<file path="src/rtl/tail_light_controller.sv">
// tail_light_controller: Thunderbird-style sequential turn-signal controller, 4 lamps per side.
// Latency: a request sampled at edge k shows the first sweep step on LEDS right after edge k.
//   LEDS is registered, with no combinational path from the inputs.
// Backpressure: none. Requests are sampled only in IDLE and ignored while a sweep runs.
//
// Ports:
//   clk    - system clock; all state changes on its rising edge
//   reset  - asynchronous, active-high; clears state, step counter and LEDS at once
//   left   - left-turn request, level-sensitive, synchronous to clk
//   right  - right-turn request, level-sensitive, synchronous to clk
//   LEDS   - [7:4] left lamps (LEDS[4] innermost), [3:0] right lamps (LEDS[3] innermost)
//
// Parameter:
//   STEP_CYCLES - cycles each sweep step is held (>= 1)
//
// Optional feature macro: HAZARD_EN.
//   When HAZARD_EN is defined, left and right together in IDLE flash all eight lamps.
//   When it is undefined, left and right together start a left sweep (left has priority).

module tail_light_controller #(
  parameter int STEP_CYCLES = 1
) (
  input  logic       clk,
  input  logic       reset,
  input  logic       left,
  input  logic       right,
  output logic [7:0] LEDS
);

  // The step counter is at least 1 bit wide, even when STEP_CYCLES is 1.
  localparam int            CW   = (STEP_CYCLES > 1) ? $clog2(STEP_CYCLES) : 1;
  localparam logic [CW-1:0] LAST = CW'(STEP_CYCLES - 1);

  typedef enum logic [3:0] {
    IDLE,
    L1, L2, L3, L4,
    R1, R2, R3, R4
`ifdef HAZARD_EN
    , HZ
`endif
  } state_t;

  state_t        state;
  state_t        state_nxt;
  state_t        succ;
  logic [CW-1:0] cnt;
  logic [CW-1:0] cnt_nxt;
  logic          step_done;

  // Lamp pattern for each state. LEDS is loaded from the pattern of the next state,
  // so the output stays a plain register that tracks the state register.
  function automatic logic [7:0] decode(input state_t s);
    logic [7:0] v;
    v = 8'h00;
    case (s)
      L1:      v = 8'h10;
      L2:      v = 8'h30;
      L3:      v = 8'h70;
      L4:      v = 8'hF0;
      R1:      v = 8'h08;
      R2:      v = 8'h0C;
      R3:      v = 8'h0E;
      R4:      v = 8'h0F;
`ifdef HAZARD_EN
      HZ:      v = 8'hFF;
`endif
      default: v = 8'h00;
    endcase
    return v;
  endfunction

  assign step_done = (cnt == LAST);

  // Where each sweep state goes once its step has run out. The last step of
  // every sweep, and the hazard flash, return to IDLE. This forces at least
  // one IDLE cycle between sweeps.
  always_comb begin
    succ = IDLE;
    case (state)
      L1:      succ = L2;
      L2:      succ = L3;
      L3:      succ = L4;
      R1:      succ = R2;
      R2:      succ = R3;
      R3:      succ = R4;
      default: succ = IDLE;
    endcase
  end

  // Next-state and step-counter logic. The counter restarts at zero on every
  // state change, so each step lasts exactly STEP_CYCLES cycles.
  always_comb begin
    state_nxt = state;
    cnt_nxt   = '0;
    if (state == IDLE) begin
`ifdef HAZARD_EN
      if (left && right) begin
        state_nxt = HZ;
      end else if (left) begin
        state_nxt = L1;
      end else if (right) begin
        state_nxt = R1;
      end
`else
      if (left) begin
        state_nxt = L1;
      end else if (right) begin
        state_nxt = R1;
      end
`endif
    end else if (step_done) begin
      state_nxt = succ;
    end else begin
      cnt_nxt   = cnt + CW'(1);
    end
  end

  always_ff @(posedge clk or posedge reset) begin
    if (reset) begin
      state <= IDLE;
      cnt   <= '0;
      LEDS  <= 8'h00;
    end else begin
      state <= state_nxt;
      cnt   <= cnt_nxt;
      LEDS  <= decode(state_nxt);
    end
  end

endmodule

</file>
<file path="config.mk">
export PLATFORM = sky130hd
export DESIGN_NAME = tail_light_controller
export DESIGN_NICKNAME = d
export VERILOG_FILES = /design/src/rtl/tail_light_controller.sv
export SDC_FILE = /design/constraint.sdc
export NUM_CORES = 1
export LEC_CHECK = 0
export ABC_AREA = 1
export CAP_MARGIN = 20
export CORE_AREA = 2 2 39 41
export CTS_CLUSTER_SIZE = 14
export DETAILED_ROUTE_END_ITERATION = 6
export DIE_AREA = 0 0 41 43
export GPL_ROUTABILITY_DRIVEN = 0
export SETUP_SLACK_MARGIN = 0.1
export SLEW_MARGIN = 0
export SYNTH_ARGS = -nofsm -noshare
export SYNTH_HDL_FRONTEND = slang
export SYNTH_SLANG_ARGS = --single-unit
</file>
<file path="constraint.sdc">
create_clock -name clk -period 3.7 [get_ports clk]
set_clock_uncertainty 0.15 [all_clocks]
set_input_delay 0.925 -clock clk [delete_from_list [all_inputs] [get_ports clk]]
set_output_delay 0.925 -clock clk [all_outputs]
set_load 0.05 [all_outputs]
</file>
==> impl_metrics.json, run 1 <==
{
  "pre_cts_ws_ps": 1529,
  "vias": 380,
  "mostFrequentLayoutCell": "sky130_fd_sc_hd__dfrtp_1",
  "dr.pass1.iters": 4,
  "fin_crit_sh_pct": 66.78,
  "clk_pin_slew_ps": 80,
  "syn_to_final_growth_pct": 34.10,
  "relSlewSlack_pct": 67.19,
  "worstSetupStartpointType": "flop",
  "totalNegativeSetupSlack_ps": 0,
  "worst-slew-pin-transition_ps": 490.7,
  "num-nets-final": 74,
  "status": "completed",
  "synth.avg_cell_area_um2": 9.036,
  "drcViolationCount": 0,
  "tritoncts_clock_tree": "built",
  "crit_required_ps": 2620,
  "grt_overflow": 0,
  "area_occupied_by_multi_input_gates_um2": 146.4,
  "postSynthRegisterBits": 12,
  "synth-compound-area-share_pct": 4.615,
  "setup_viol": 0,
  "dieWidth_um": 41,
  "seq_area_frac_synth_pct": 61.54,
  "synth_top_family_by_area": "simple AND/OR/NAND/NOR gates",
  "port-buffer-count": 11,
  "number_of_drc_violations_after_detailed_routing_iteration_0": 11,
  "clock_insertion_delay_worst_skew_ps": 280,
  "clock-root-buffer": "sky130_fd_sc_hd__clkbuf_4",
  "critPathBufInv": 1,
  "slew_violations": 0,
  "hold_path.class": "reg2reg",
  "place_hpwl_um": 550,
  "critPathKind": "reg2out",
  "synth_cell_type_count": 13,
  "stdcell_count": 85,
  "yosys.area_share.adder_pct": 0,
  "cts.sink_count": 12,
  "synth_area_um2": 488.0,
  "grt_antenna_before_repair": 0,
  "num-fill-cells": 137,
  "syn-instance-count": 54,
  "tritoncts.num_buffers": 3,
  "timing.critical_path.cells": "clkdlybuf4s50_1",
  "floorplan.core_area_um2": 1384,
  "muxShareOfSynthArea_pct": 0,
  "ff_latch_area_um2": 300.3,
  "layout_common_cells": "12 x sky130_fd_sc_hd__dfrtp_1, 11 x sky130_fd_sc_hd__clkdlybuf4s50_1, 10 x sky130_fd_sc_hd__inv_1, 10 x sky130_fd_sc_hd__nand2_1, 7 x sky130_fd_sc_hd__nor2_1",
  "wl_met2_um": 404,
  "post_drt_via_cell_ratio": 4.471,
  "grt_first_pass_wirelength_mm": 1.386,
  "highest_layer": "met4",
  "post-cts-setup-buffers": 0,
  "route.layer.met1.wl_um": 330,
  "timing.critical_path.max_delay_family": "buffers and inverters",
  "layout_cell_share_with_drive_strength_beyond_1_pct": 14.49,
  "min_period_ps": 2471,
  "finalHoldViolations": 0,
  "die_h_um": 43,
  "fmax_mhz": 404.7,
  "endpoint_kind": "output pin",
  "die_area_um2": 1763,
  "drt-wirelength-per-cell_um": 9.588,
  "ios": 12,
  "drt.antenna.violating_nets": 0,
  "cts-htree-levels": 1,
  "cts_max_path_buffers": 2,
  "postRouteWirelength_um": 815,
  "numPlacedInstances": 81,
  "timing.final.ws_setup_ps": 1229,
  "synth_xor_xnor_area_share_pct": 0,
  "cts_hold_buf": 0,
  "post_synth_and_or_nand_nor_area_fraction_pct": 25.38,
  "max_stage_delay_ps": 790,
  "drv.max_cap_violation_count": 0,
  "rrSetupSlack_ps": 2390,
  "post_cts_resized": 0,
  "first_global_vias": 356,
  "yosysWarnings": 0,
  "antenna_cells": 0,
  "grt_start_max_net_pins": 13,
  "std_cell_rows": 14,
  "floorplan.initialDensity_pct": 35.26,
  "critPathSlowestCell": "sky130_fd_sc_hd__clkdlybuf4s50_1",
  "fin_hold_ws_ps": 363.2,
  "syn_nets": 58,
  "met3WireLength_um": 40,
  "cp_data_arrival_time_ps": 1400,
  "grt_util_all_layers_pct": 12.63,
  "rsz_0062_raised_after_global_routing": "false",
  "timing.critical_path.fanout_max": 1
}
kinds of logic after synthesis:
group / Yosys count
compound gates: 4
flops: 12
simple gates: 27
buf+inv: 11
through the flow:
step	util (%)	cell area [um2]
2_1_floorplan	-	488.0
3_3_place_gp	44.67	618.1
3_5_place_dp	44.67	618.1
6_report	47.29	654.4
4_1_cts	47.29	654.4
5_1_grt	47.29	654.4
registers in the layout, summed over array words and instances (netlist names):
register and cells:
LEDS 8, state 4
worst paths after layout:
check | startpoint | to | cells past startpoint
worst max-delay path | LEDS[4] | LEDS[4] | 1
worst min-delay path | state[2] | LEDS[7] | 1
worst max register to register | state[1] | LEDS[6] | 6
worst min register to register | state[2] | LEDS[7] | 1
max in group asynchronous | reset | state[0] | 2
min in group asynchronous | reset | LEDS[7] | 2
cells in the mapped netlist:
cell type	n	share of area, %
sky130_fd_sc_hd__nand3_1	4	4.1
sky130_fd_sc_hd__nor2_1	7	5.4
sky130_fd_sc_hd__o21ai_1	1	1.0
sky130_fd_sc_hd__inv_2	1	0.77
sky130_fd_sc_hd__inv_1	10	7.7
sky130_fd_sc_hd__nand2_1	10	7.7
sky130_fd_sc_hd__o211ai_1	1	1.5
sky130_fd_sc_hd__nor2_2	1	1.3
sky130_fd_sc_hd__dfrtp_1	12	62
sky130_fd_sc_hd__nor3_1	1	1.0
sky130_fd_sc_hd__nand2_2	3	3.8
sky130_fd_sc_hd__a21oi_1	2	2.1
sky130_fd_sc_hd__nand3_2	1	2.1
per-layer routing:
metal,GRT usage [%],vias to the layer above
met3,3.141,5
li1,-,193
met2,19.06,10
met5,0,-
met4,12.00,0
met1,13.13,172
cell type report:
type	count	area share (%)
flip-flops and latches	12	45.89
clock buffers	4	5.545
well taps	16	3.059
repair buffers	11	16.83
multi-input cells	31	22.37
inverters	11	6.310
Power of run 1 is left out: the tool's default activity adds up to more than one toggle a clock period on the data nets, which glitch-free logic cannot reach.
==> inputs of run 2 (changes only) <==
==> constraint.sdc (replaced) <==
create_clock -name clk -period 2.4 [get_ports clk]
set_clock_uncertainty 0.15 [all_clocks]
set_input_delay 0.6 -clock clk [delete_from_list [all_inputs] [get_ports clk]]
set_output_delay 0.6 -clock clk [all_outputs]
set_load 0.05 [all_outputs]
==> impl_metrics.json, run 2 (synthesis gave the netlist of run 1 again) <==
{
  "tritoncts.num_buffers": 3,
  "stdcell_count": 85,
  "global_route.usage.met1_pct": 15.49,
  "cts-htree-levels": 1,
  "postRouteWirelength_um": 792,
  "timing.critical_path.fanout_max": 1,
  "die_area_um2": 1763,
  "clk_pin_slew_ps": 80,
  "worst-slew-pin-transition_ps": 490.8,
  "flip_flop_count_of_the_largest_register_all_copies_and_words_added": 8,
  "drt-wirelength-per-cell_um": 9.318,
  "post_drt_via_cell_ratio": 4.318,
  "clock-root-buffer": "sky130_fd_sc_hd__clkbuf_4",
  "grt-busiest-layer": "met2",
  "finalHoldViolations": 0,
  "num-nets-final": 74,
  "grt_start_max_net_pins": 13,
  "totalNegativeSetupSlack_ps": 0,
  "mostFrequentLayoutCell": "sky130_fd_sc_hd__dfrtp_1",
  "timing.critical_path.max_delay_family": "buffers and inverters",
  "grt_first_pass_wirelength_mm": 1.428,
  "min_period_ps": 2142,
  "hold_path.class": "reg2reg",
  "post-cts-setup-buffers": 0,
  "worstSetupStartpointType": "flop",
  "slew_violations": 0,
  "grt_antenna_before_repair": 0,
  "critPathSlowestCell": "sky130_fd_sc_hd__clkdlybuf4s50_1",
  "dr.pass1.iters": 2,
  "critPathKind": "reg2out",
  "max_stage_delay_ps": 790,
  "drcViolationCount": 0,
  "place_hpwl_um": 562.6,
  "fin_crit_sh_pct": 89.25,
  "first_global_vias": 350,
  "die_h_um": 43,
  "status": "completed",
  "layout_common_cells": "12 x sky130_fd_sc_hd__dfrtp_1, 11 x sky130_fd_sc_hd__clkdlybuf4s50_1, 10 x sky130_fd_sc_hd__inv_1, 10 x sky130_fd_sc_hd__nand2_1, 7 x sky130_fd_sc_hd__nor2_1",
  "pre_cts_ws_ps": 553.8,
  "timing.final.ws_setup_ps": 258.1,
  "layout_cell_share_with_drive_strength_beyond_1_pct": 14.49,
  "crit_required_ps": 1650,
  "timing.critical_path.cells": "clkdlybuf4s50_1",
  "numPlacedInstances": 81,
  "setup_viol": 0,
  "biggestRegsByFlops": "LEDS: 8 flops, state: 4 flops",
  "ios": 12,
  "floorplan.core_area_um2": 1384,
  "cts_hold_buf": 0,
  "antenna_cells": 0,
  "post_cts_resized": 0,
  "rsz_0062_raised_after_global_routing": "false",
  "relSlewSlack_pct": 67.18,
  "clock_insertion_delay_worst_skew_ps": 280,
  "fin_hold_ws_ps": 371.1,
  "tritoncts_clock_tree": "built",
  "grt_util_all_layers_pct": 12.63,
  "syn_to_final_growth_pct": 34.10,
  "endpoint_kind": "output pin",
  "number_of_drc_violations_after_detailed_routing_iteration_0": 9,
  "grt_use_met2_pct": 16.88,
  "num-fill-cells": 144,
  "critPathBufInv": 1,
  "drv.max_cap_violation_count": 0,
  "grt_overflow": 0,
  "cts_max_path_buffers": 2,
  "vias": 367,
  "floorplan.initialDensity_pct": 35.26,
  "dieWidth_um": 41,
  "std_cell_rows": 14,
  "drt.antenna.violating_nets": 0,
  "regMostFlops": "LEDS",
  "port-buffer-count": 11,
  "globalRouteMet3Util_pct": 3.141,
  "fmax_mhz": 466.9,
  "cts.sink_count": 12,
  "cp_data_arrival_time_ps": 1390
}
run 2: area by class of cell:
type	count	area (um2)	share of cell area (%)
flip-flops and latches	12	300.3	45.89
inverters	11	41.29	6.310
multi-input cells	31	146.4	22.37
repair buffers	11	110.1	16.83
well taps	16	20.02	3.059
clock buffers	4	36.28	5.545
run 2: per-stage QoR:
| stage | cell area [um2] | util (%) |
|---|---|---|
| 2_1_floorplan | 488.0 | - |
| 3_3_place_gp | 618.1 | 44.67 |
| 3_5_place_dp | 618.1 | 44.67 |
| 4_1_cts | 654.4 | 47.29 |
| 5_1_grt | 654.4 | 47.29 |
| 6_report | 654.4 | 47.29 |
run 2: metal layers:
layer | vias up | part of all wire, %
met2 | 10 | 45
met1 | 157 | 46
met3 | 5 | 4.7
li1 | 195 | -
met5 | - | 0
met4 | 0 | 4.7
run 2: worst paths after layout:
kind | from | endpoint | slack, ps | cells after the start
worst max register to register | state[0] | LEDS[6] | 1060 | 6
worst max-delay path | LEDS[6] | LEDS[6] | 260 | 1
worst min-delay path | state[2] | LEDS[7] | 370 | 1
min in group asynchronous | reset | LEDS[0] | 460 | 2
max in group asynchronous | reset | state[0] | 1340 | 2
worst min register to register | state[2] | LEDS[7] | 370 | 1
Power of run 2 is left out for the same reason.
==> inputs of run 3 (changes only) <==
--- a/config.mk
+++ b/config.mk
@@ -8,10 +8,8 @@
 export ABC_AREA = 1
 export CAP_MARGIN = 20
 export CORE_AREA = 2 2 39 41
-export CTS_CLUSTER_SIZE = 14
 export DETAILED_ROUTE_END_ITERATION = 6
 export DIE_AREA = 0 0 41 43
-export GPL_ROUTABILITY_DRIVEN = 0
 export SETUP_SLACK_MARGIN = 0.1
 export SLEW_MARGIN = 0
 export SYNTH_ARGS = -nofsm -noshare
==> results of run 3 <==
Final layout, timing and power as in run 2 (identical DEF).
Power of run 3 is left out for the same reason.
